**src/rtl/eth_pkg.sv**
```systemverilog
// Shared Ethernet definitions: CRC-32 constants, minimum frame length, the
// reflected CRC-32 byte step and the FCS inserter state type.
package eth_pkg;

  localparam logic [31:0] CRC32_POLY    = 32'hEDB88320;
  localparam logic [31:0] CRC32_INIT    = 32'hFFFFFFFF;
  localparam logic [31:0] CRC32_RESIDUE = 32'hDEBB20E3;
  localparam int          ETH_MIN_FRAME = 60;

  typedef enum logic {
    ST_DATA = 1'b0,
    ST_TAIL = 1'b1
  } fcs_state_e;

  function automatic logic [31:0] crc32_byte(input logic [31:0] crc, input logic [7:0] data);
    logic [31:0] c;
    c = crc ^ {24'h0, data};
    for (int b = 0; b < 8; b++) begin
      c = c[0] ? ((c >> 1) ^ CRC32_POLY) : (c >> 1);
    end
    return c;
  endfunction

endpackage

```
**src/rtl/crc32_lanes.sv**
```systemverilog
// Combinational multi-lane CRC-32 step. o_crc[i] is the CRC seen before lane i,
// o_crc[DATA_BYTES] the CRC after the whole beat; disabled lanes pass through.
module crc32_lanes
  import eth_pkg::*;
#(
  parameter int DATA_BYTES = 1
) (
  input  logic [31:0]                i_crc,
  input  logic [DATA_BYTES-1:0][7:0] i_data,
  input  logic [DATA_BYTES-1:0]      i_en,
  output logic [DATA_BYTES:0][31:0]  o_crc
);

  logic [31:0] w_c;

  always_comb begin
    w_c      = i_crc;
    o_crc    = '0;
    o_crc[0] = w_c;
    for (int i = 0; i < DATA_BYTES; i++) begin
      if (i_en[i]) w_c = crc32_byte(w_c, i_data[i]);
      o_crc[i+1] = w_c;
    end
  end

endmodule

```
**src/rtl/fcs_tx_stream.sv**
```systemverilog
// Ethernet FCS inserter on a 1/2/4/8-byte valid/ready stream: optional zero
// padding to the minimum length, CRC-32 append packed into the spare lanes.
module fcs_tx_stream
  import eth_pkg::*;
#(
  parameter int DATA_BYTES = 1,
  parameter int PAD_EN     = 1,
  parameter int MIN_FRAME  = ETH_MIN_FRAME
) (
  input  logic                    aclk,
  input  logic                    aresetn,
  input  logic [8*DATA_BYTES-1:0] s_tdata,
  input  logic [DATA_BYTES-1:0]   s_tkeep,
  input  logic                    s_tlast,
  input  logic                    s_tvalid,
  output logic                    s_tready,
  output logic [8*DATA_BYTES-1:0] m_tdata,
  output logic [DATA_BYTES-1:0]   m_tkeep,
  output logic                    m_tlast,
  output logic                    m_tvalid,
  input  logic                    m_tready,
  output logic                    fcs_tx_done
);

  localparam int CW = 16;

  fcs_state_e              r_state, w_state_nxt;
  logic [31:0]             r_crc;
  logic [CW-1:0]           r_byte_cnt;
  logic [CW-1:0]           r_pad_rem;
  logic [2:0]              r_fcs_idx;

  logic [8*DATA_BYTES-1:0] r_tdata_p1;
  logic [DATA_BYTES-1:0]   r_tkeep_p1;
  logic                    r_tlast_p1;
  logic                    r_vld_p1;

  logic                    w_s_ready, w_accept, w_tail_adv, w_load;
  logic [CW-1:0]           w_kcnt, w_k, w_sum, w_pad0, w_t, w_f, w_pad_used;
  logic [2:0]              w_fidx0, w_fcs_used;
  logic                    w_tail_on, w_last;
  logic [DATA_BYTES-1:0]   w_en, w_keep, w_is_fcs;
  logic [DATA_BYTES-1:0][7:0] w_lane_d;
  logic [DATA_BYTES-1:0][1:0] w_fsel;
  logic [DATA_BYTES:0][31:0]  w_crc;
  logic [8*DATA_BYTES-1:0] w_tdata;
  logic [31:0]             w_fcs;

  function automatic logic [CW-1:0] sat_cnt(input logic [CW-1:0] v);
    return (v >= CW'(MIN_FRAME)) ? CW'(MIN_FRAME) : v;
  endfunction

  assign w_s_ready  = (r_state == ST_DATA) && (!r_vld_p1 || m_tready);
  assign w_accept   = s_tvalid && w_s_ready;
  assign w_tail_adv = (r_state == ST_TAIL) && (!r_vld_p1 || m_tready);
  assign w_load     = w_accept || w_tail_adv;

  // Lane classification: data lanes first, then pad bytes, then FCS bytes.
  always_comb begin
    w_kcnt     = '0;
    w_k        = '0;
    w_sum      = '0;
    w_pad0     = '0;
    w_fidx0    = '0;
    w_tail_on  = 1'b0;
    w_t        = '0;
    w_f        = '0;
    w_pad_used = '0;
    w_fcs_used = '0;
    w_last     = 1'b0;
    w_en       = '0;
    w_keep     = '0;
    w_is_fcs   = '0;
    w_lane_d   = '0;
    w_fsel     = '0;
    for (int i = 0; i < DATA_BYTES; i++) begin
      if (s_tkeep[i]) w_kcnt = w_kcnt + CW'(1);
    end
    if (r_state == ST_DATA) begin
      w_k       = w_kcnt;
      w_sum     = r_byte_cnt + w_k;
      w_tail_on = s_tlast;
      if ((PAD_EN != 0) && s_tlast && (w_sum < CW'(MIN_FRAME))) w_pad0 = CW'(MIN_FRAME) - w_sum;
    end else begin
      w_sum     = r_byte_cnt;
      w_tail_on = 1'b1;
      w_pad0    = r_pad_rem;
      w_fidx0   = r_fcs_idx;
    end
    for (int i = 0; i < DATA_BYTES; i++) begin
      w_t = CW'(i) - w_k;
      if (CW'(i) < w_k) begin
        w_en[i]     = 1'b1;
        w_keep[i]   = 1'b1;
        w_lane_d[i] = s_tdata[8*i +: 8];
      end else if (w_tail_on) begin
        if (w_t < w_pad0) begin
          w_en[i]    = 1'b1;
          w_keep[i]  = 1'b1;
          w_pad_used = w_pad_used + CW'(1);
        end else begin
          w_f = CW'(w_fidx0) + w_t - w_pad0;
          if (w_f < CW'(4)) begin
            w_keep[i]   = 1'b1;
            w_is_fcs[i] = 1'b1;
            w_fsel[i]   = w_f[1:0];
            w_fcs_used  = w_fcs_used + 3'd1;
            if (w_f == CW'(3)) w_last = 1'b1;
          end
        end
      end
    end
  end

  crc32_lanes #(
    .DATA_BYTES (DATA_BYTES)
  ) u_crc (
    .i_crc  (r_crc),
    .i_data (w_lane_d),
    .i_en   (w_en),
    .o_crc  (w_crc)
  );

  // FCS lanes take the inverted CRC as it stood just before them.
  always_comb begin
    w_tdata = '0;
    w_fcs   = '0;
    for (int i = 0; i < DATA_BYTES; i++) begin
      w_fcs = ~w_crc[i];
      if (w_is_fcs[i])  w_tdata[8*i +: 8] = w_fcs[8*w_fsel[i] +: 8];
      else if (w_en[i]) w_tdata[8*i +: 8] = w_lane_d[i];
    end
  end

  always_comb begin
    w_state_nxt = r_state;
    case (r_state)
      ST_DATA: if (w_accept && s_tlast && !w_last) w_state_nxt = ST_TAIL;
      ST_TAIL: if (w_tail_adv && w_last)           w_state_nxt = ST_DATA;
      default:                                     w_state_nxt = ST_DATA;
    endcase
  end

  always_ff @(posedge aclk) begin
    if (!aresetn) begin
      r_state    <= ST_DATA;
      r_crc      <= CRC32_INIT;
      r_byte_cnt <= '0;
      r_pad_rem  <= '0;
      r_fcs_idx  <= '0;
    end else begin
      r_state <= w_state_nxt;
      if (w_load) begin
        if (w_last) begin
          r_crc      <= CRC32_INIT;
          r_byte_cnt <= '0;
          r_pad_rem  <= '0;
          r_fcs_idx  <= '0;
        end else begin
          r_crc      <= w_crc[DATA_BYTES];
          r_byte_cnt <= sat_cnt(w_sum);
          r_pad_rem  <= w_pad0 - w_pad_used;
          r_fcs_idx  <= w_fidx0 + w_fcs_used;
        end
      end
    end
  end

  // Output register stage (p1): holds while stalled.
  always_ff @(posedge aclk) begin
    if (!aresetn) begin
      r_vld_p1   <= 1'b0;
      r_tlast_p1 <= 1'b0;
      r_tdata_p1 <= '0;
      r_tkeep_p1 <= '0;
    end else if (w_load) begin
      r_vld_p1   <= 1'b1;
      r_tlast_p1 <= w_last;
      r_tdata_p1 <= w_tdata;
      r_tkeep_p1 <= w_keep;
    end else if (m_tready) begin
      r_vld_p1   <= 1'b0;
      r_tlast_p1 <= 1'b0;
    end
  end

  assign s_tready    = w_s_ready;
  assign m_tdata     = r_tdata_p1;
  assign m_tkeep     = r_tkeep_p1;
  assign m_tlast     = r_tlast_p1;
  assign m_tvalid    = r_vld_p1;
  assign fcs_tx_done = r_vld_p1 && m_tready && r_tlast_p1;

endmodule

```
**config.mk**
```make
export PLATFORM = sky130hd
export DESIGN_NAME = fcs_tx_stream
export DESIGN_NICKNAME = d
export VERILOG_FILES = /design/src/rtl/eth_pkg.sv /design/src/rtl/crc32_lanes.sv /design/src/rtl/fcs_tx_stream.sv
export SDC_FILE = /design/constraint.sdc
export NUM_CORES = 1
export LEC_CHECK = 0
export BUFFER_PORTS_ARGS = -buffer_cell sky130_fd_sc_hd__buf_2
export CELL_PAD_IN_SITES_DETAIL_PLACEMENT = 1
export CELL_PAD_IN_SITES_GLOBAL_PLACEMENT = 2
export CORE_MARGIN = 2
export CORE_UTILIZATION = 35
export DETAILED_ROUTE_END_ITERATION = 8
export GPL_TIMING_DRIVEN = 0
export PLACE_DENSITY_LB_ADDON = 0.1
export SETUP_SLACK_MARGIN = 0.15
export SYNTH_ARGS = -nofsm -noshare
export SYNTH_HDL_FRONTEND = slang
export SYNTH_SLANG_ARGS = --single-unit
```
**constraint.sdc**
```tcl
create_clock -name aclk -period 5 [get_ports aclk]
set_input_delay 0.25 -clock aclk [delete_from_list [all_inputs] [get_ports aclk]]
set_output_delay 0.25 -clock aclk [all_outputs]
set_load 0.01 [all_outputs]
```
After elaboration in Yosys (flattened, before gate mapping) --
Index checks and enable logic that the tools add are counted.
Operators by class: reductions and logical operators 16, add/sub/neg operators 7, mux-type cells 56, magnitude comparators 5, div/mod/pow operators 0, multipliers 0, bitwise logic cells 11, equal/unequal tests 1, shift operators 1
Operators by type and width (count):
- 32-bit two-way mux | 10
- 13-bit inverter with 14-bit output | 8
- 16-bit two-way mux | 6
- 32-bit inverter | 1
- 32-bit by 6-bit variable part select with 8-bit output | 1
- 16-bit subtractor | 2
- 32-bit by 8-bit bitwise XOR with 32-bit output | 1
- 1-bit two-way mux | 30
- 8-bit two-way mux | 3
- 16-bit by 1-bit adder with 16-bit output | 1
- 16-bit by 2-bit == test with 1-bit output, second input constant | 1
- 16-bit by 6-bit >= comparator with 1-bit output, second input constant | 1
- 16-bit less-than comparator | 1
- 16-bit by 3-bit less-than comparator with 1-bit output, second input constant | 1
- 16-bit by 6-bit less-than comparator with 1-bit output, second input constant | 1
- 6-bit by 16-bit subtractor with 16-bit output, first input constant | 1
- 1-bit logical AND | 9
- 2-bit two-way mux | 4
- 3-bit two-way mux | 2
- 4-bit by 2-bit adder with 5-bit output | 1
- 2-bit nonzero test | 2
- 3-bit adder | 1
- 1-bit logical NOT | 2
- 1-bit logical OR | 2
- other kinds (5) | 5
Word-level totals: bits in latches 0, memory bits (writable) 0, register bits after elaboration 79, input bits 14, bits in read-only memories 0, memories 0

Depth between registers and ports, before layout --
depth in word-level cells 23, mapped depth 25

Modules after synthesis --
A second synthesis with hierarchy kept.
Unflattened totals: cell total of the unflattened synthesis 901, area total of the unflattened synthesis 7458.4 um2
Modules (own cells, without submodules):
- fcs_tx_stream | cells an instance 762, area each 5873.1 um2, instances 1
- crc32_lanes | cells an instance 139, area each 1585.3 um2, instances 1

Worst setup path after synthesis --
No wires, ideal clock.
path type reg2reg, start reg r_byte_cnt[0], end reg r_pad_rem[14], slack -53 ps, data required time 4930 ps, period minus slack after synthesis 5053 ps, arrival 4983 ps, setup time 70 ps, stages on the path, launching flop included 24, cell sequence dfxtp_1 > ha_1 > ha_1 > buf_4 > nand4_2 > nor4_1 > xnor2_1 > and4_1 > nand3_4 > nor3_1 > a21oi_1 > ha_1 > a211o_1 > or3_1 > nor3b_1 > nand4_2 > a21oi_1 > ha_1 > ha_1 > o21ai_0 > a21oi_1 > nor2b_1 > a32oi_1 > a21oi_1
On the way: cells in the longest elaborated chain, start to end 13, elaborated cells on any way between the ends 20, classes of those cells add/sub: 4; order compare: 3; eq/ne: 1; mux: 11; reduce/logical: 1
RTL lines:
- start, declared | line fcs_tx_stream.sv:29 | logic [CW-1:0] r_byte_cnt;
- start signal, assigned | line fcs_tx_stream.sv:161 | r_byte_cnt <= sat_cnt(w_sum);
- 16-bit by 1-bit adder with 16-bit output * | line fcs_tx_stream.sv:81 | w_sum = r_byte_cnt + w_k;
- 16-bit by 6-bit less-than comparator with 1-bit output | line fcs_tx_stream.sv:83 | if ((PAD_EN != 0) && s_tlast && (w_sum < CW'(MIN_FRAME))) w_pad0 = CW'(MIN_FRAME) - w_sum;
- 1-bit logical AND | line fcs_tx_stream.sv:83
- 16-bit two-way mux * | line fcs_tx_stream.sv:83
- 16-bit two-way mux * | line fcs_tx_stream.sv:79 | if (r_state == ST_DATA) begin
- branches (longest 7 deep; another with 16-bit subtractor)
- 16-bit two-way mux * | line fcs_tx_stream.sv:154 | if (w_last) begin
- end signal, assigned | line fcs_tx_stream.sv:162 | r_pad_rem <= w_pad0 - w_pad_used;
- end, declared | line fcs_tx_stream.sv:30 | logic [CW-1:0] r_pad_rem;
Every way passes the cells marked *. A chain may end at the register's enable or synchronous reset.

Final worst setup path --
start reg r_byte_cnt[0], end reg r_pad_rem[12]
The elaborated chain is that of the path after synthesis.

==> reports/metrics.yaml <==
status: "finished with violations"
violations: "setup timing"
ys_seq_area_frac: 0.238
p_leak_nw: 3.43
die_y_um: 142
initial_utilization: 0.357
critical_path_class: "register to register"
final_antenna_net_count: 0
yosysWarnings: 0
hold_slack_ns: 0.187
grt_pass1_wl_um: 38800
cts.sinks: 79
switching_share: 0.396
first_global_vias: 6844
ctsLongestPathBuffers: 2
hold_viol_final: 0
synthTopCellsByCount: "dfxtp_1, nor2_1, nand2_1, a21oi_1, xnor2_1"
fp-row-count: 50
post-synth-top-area-cell: "dfxtp_1"
synth-main-ff-cell: "dfxtp_1"
syn2layout_area_growth_pct: 33.1
synth.ff_latch_count: 79
p_sw_mw: 1.15
cts_buffers: 9
pin_count: 27
finalCritPeriodShare: 1.01
grt_usage: 0.249
synth_cell_types: 85
total_power_mw: 2.92
seq_area_um2: 1590
grt.busiest_layer: "met2"
num-nets-final: 966
core-area_um2: 18600
drv_slew: 0
clk_latency_ns: 0.36
cts_root_buf: "clkbuf_16"
rsz0062_at_grt: "true"
slew_headroom: 0.452
arrival_ns: 5.28
syn_avg_cell_area_um2: 8.23
viasPerCell: 5.75
max_cap_violations: 0
max_freq_mhz: 198
synth-edff-count: 0
grt_use_met3: 0.0246
wl_per_cell_um: 22.0
clk_pin_slew_ns: 0.07
netlist.area_leader.share: 0.238
worstPathMaxFanout: 6
intPower_mw: 1.76
gp_congestion: 0.866
timing.rr.start: "r_byte_cnt[0]"
final_cells: 1151
worst_pin_slew_ns: 0.822
synth_area_leaders: "dfxtp_1, ha_1, xnor2_1"
wirelength_um: 25400
diodes: 0
fill_cells: 2175
hpwl_um: 17600
p_per_area_nw_per_um2: 330
peakVddDrop_uv: 218
dpl_worst_slack_ns: -1.91
min_period_ns: 5.04
fin_ws_ns: -0.0386
p_comb_frac: 0.472
clockPowerShare: 0.264
ys_async_sr_fraction: 0
grt_use_met2: 0.421
die-area_um2: 20100
cts_tree: "built"
drive_above_1_share: 0.308
worstHoldPathType: "input pin to register"
num_vias: 6621
skew_ns: 0.0161
die_w_um: 142
syn_nets: 862
min-delay-start: "s_tvalid"
htree_levels: 3
grt_max_degree: 25
netlist_area_um2: 6650
critPathLaunchType: "register"
place_inst: 1067
synthCells: 808
required_ns: 5.25
crit_start: "r_byte_cnt[0]"
yosysMostFrequentCell: "dfxtp_1"
end_kind: "register"
drc: 0
grt_overflow: 0
drtIter0Drc: 302
final-setup-viol-count: 10
drt_pre_antenna_iters: 5
grtUsageMet1: 0.341
port_buffers: 25
multi_input_area_um2: 5430
power_frac_seq: 0.264
antenna_found_initial: 0
[kinds of logic (layout without fill, tap and decap cells)]
family                   count (synthesis)  after routing  share of synthesized area
AND/OR/NAND/NOR                        286            286                      0.230
AO/OA/AOI/OAI                          211            211                      0.220
XOR/XNOR                                94             94                      0.130
flip-flops                              79             79                      0.238
buffers and inverters                   73            182                     0.0538
adder cells (fa/ha/maj)                 40             40                     0.0764
multiplexers                            24             24                     0.0514
other                                    1              1                   0.000564
[sequential cells by signal (all words and copies together), names as in the netlist]
name	flops
r_crc	32
m_tdata	8
m_tlast	1
r_byte_cnt	16
m_tkeep	1
r_fcs_idx	3
m_tvalid	1
r_state	1
r_pad_rem	16
[final cells by class]
type                            instances  share of cell area
Tap cell                              234              0.0331
Timing Repair Buffer                   93              0.0806
Buffer                                 50              0.0451
Sequential cell                        79               0.179
Inverter                               23             0.00976
Clock buffer                            9              0.0255
Multi-Input combinational cell        656               0.614
Clock inverter                          7              0.0123
[per-stage QoR]
stage / util / setup TNS (ns) / cell area [um2]
2_1_floorplan: - / 0 / 6690
5_1_grt: 0.474 / -13.50 / 8840
3_5_place_dp: 0.381 / -111.69 / 7100
4_1_cts: 0.441 / 0 / 8220
3_3_place_gp: 0.381 / -105.70 / 7100
6_report: 0.474 / -0.144 / 8840
[worst paths after layout]
kind / cells past startpoint / slack [ns] / to
setup / recovery: 27 / -0.04 / r_pad_rem[12]
hold / removal: 3 / 0.19 / m_tvalid
setup reg to reg: 27 / -0.04 / r_pad_rem[12]
hold reg to reg: 2 / 0.48 / r_fcs_idx[0]
[layout by cell type (no fill, tap or decap), types with 6 or more instances in the layout]
| cell | n |
|---|---|
| dfxtp_1 | 75 |
| nor2_1 | 65 |
| buf_4 | 61 |
| nand2_1 | 61 |
| xnor2_1 | 50 |
| a21oi_1 | 40 |
| xor2_1 | 37 |
| buf_2 | 29 |
| a211o_1 | 28 |
| buf_6 | 25 |
| ha_1 | 25 |
| nor3_1 | 24 |
| o21ai_0 | 22 |
| inv_1 | 21 |
| nand2b_1 | 16 |
| clkbuf_1 | 16 |
| mux2i_1 | 15 |
| a31oi_1 | 15 |
| and3_1 | 13 |
| o21ai_1 | 11 |
| a21oi_2 | 11 |
| nand4_1 | 10 |
| ha_4 | 10 |
| clkbuf_16 | 10 |
| a21o_1 | 9 |
| nand3_1 | 8 |
| o21ai_2 | 8 |
| mux4_2 | 8 |
| and2_1 | 7 |
| or2_2 | 6 |
| nor4_2 | 6 |
| nor4_1 | 6 |
[worst max-delay path, stage by stage, from the launching register on]
cell	delay (ns)
dfxtp_2	0.35
ha_4	0.17
ha_4	0.13
buf_6	0.10
nand4_4	0.15
buf_4	0.20
buf_6	0.10
nor2_2	0.11
and3_4	0.19
o211ai_1	0.12
nor4_4	0.18
buf_6	0.15
buf_4	0.11
a31oi_4	0.12
ha_2	0.25
a211o_1	0.35
or3_4	0.36
nor3b_4	0.23
nand4_2	0.17
a21oi_4	0.22
ha_4	0.18
ha_4	0.14
buf_4	0.13
nand2_1	0.10
nor4_2	0.20
o21ai_0	0.13
a32oi_1	0.20
nor2_1	0.06
[timing repair]
item | in CTS | in global routing
setup endpoints to repair | 68 | 68
setup buffers | 39 | 27
hold buffers | 0 | 0
resized for setup | 111 | 88
cloned | 0 | 2
pin swaps | 51 | 57
[power groups by stage]
stage	sequential [mW]	clock [mW]	combinational, mW
floorplan	0.762	0	0.917
CTS	0.767	0.784	1.29
global route	0.777	0.808	1.49
detailed placement	0.780	0	1.18
global placement	0.775	0	1.16
finish	0.769	0.771	1.38
[per-layer routing]
metal,vias up,routed length [um]
li1,3148,-
met1,3335,11900
met2,113,12300
met4,0,350
met5,-,0
met3,25,748
Note: power is estimated with default switching activity, not from simulation.
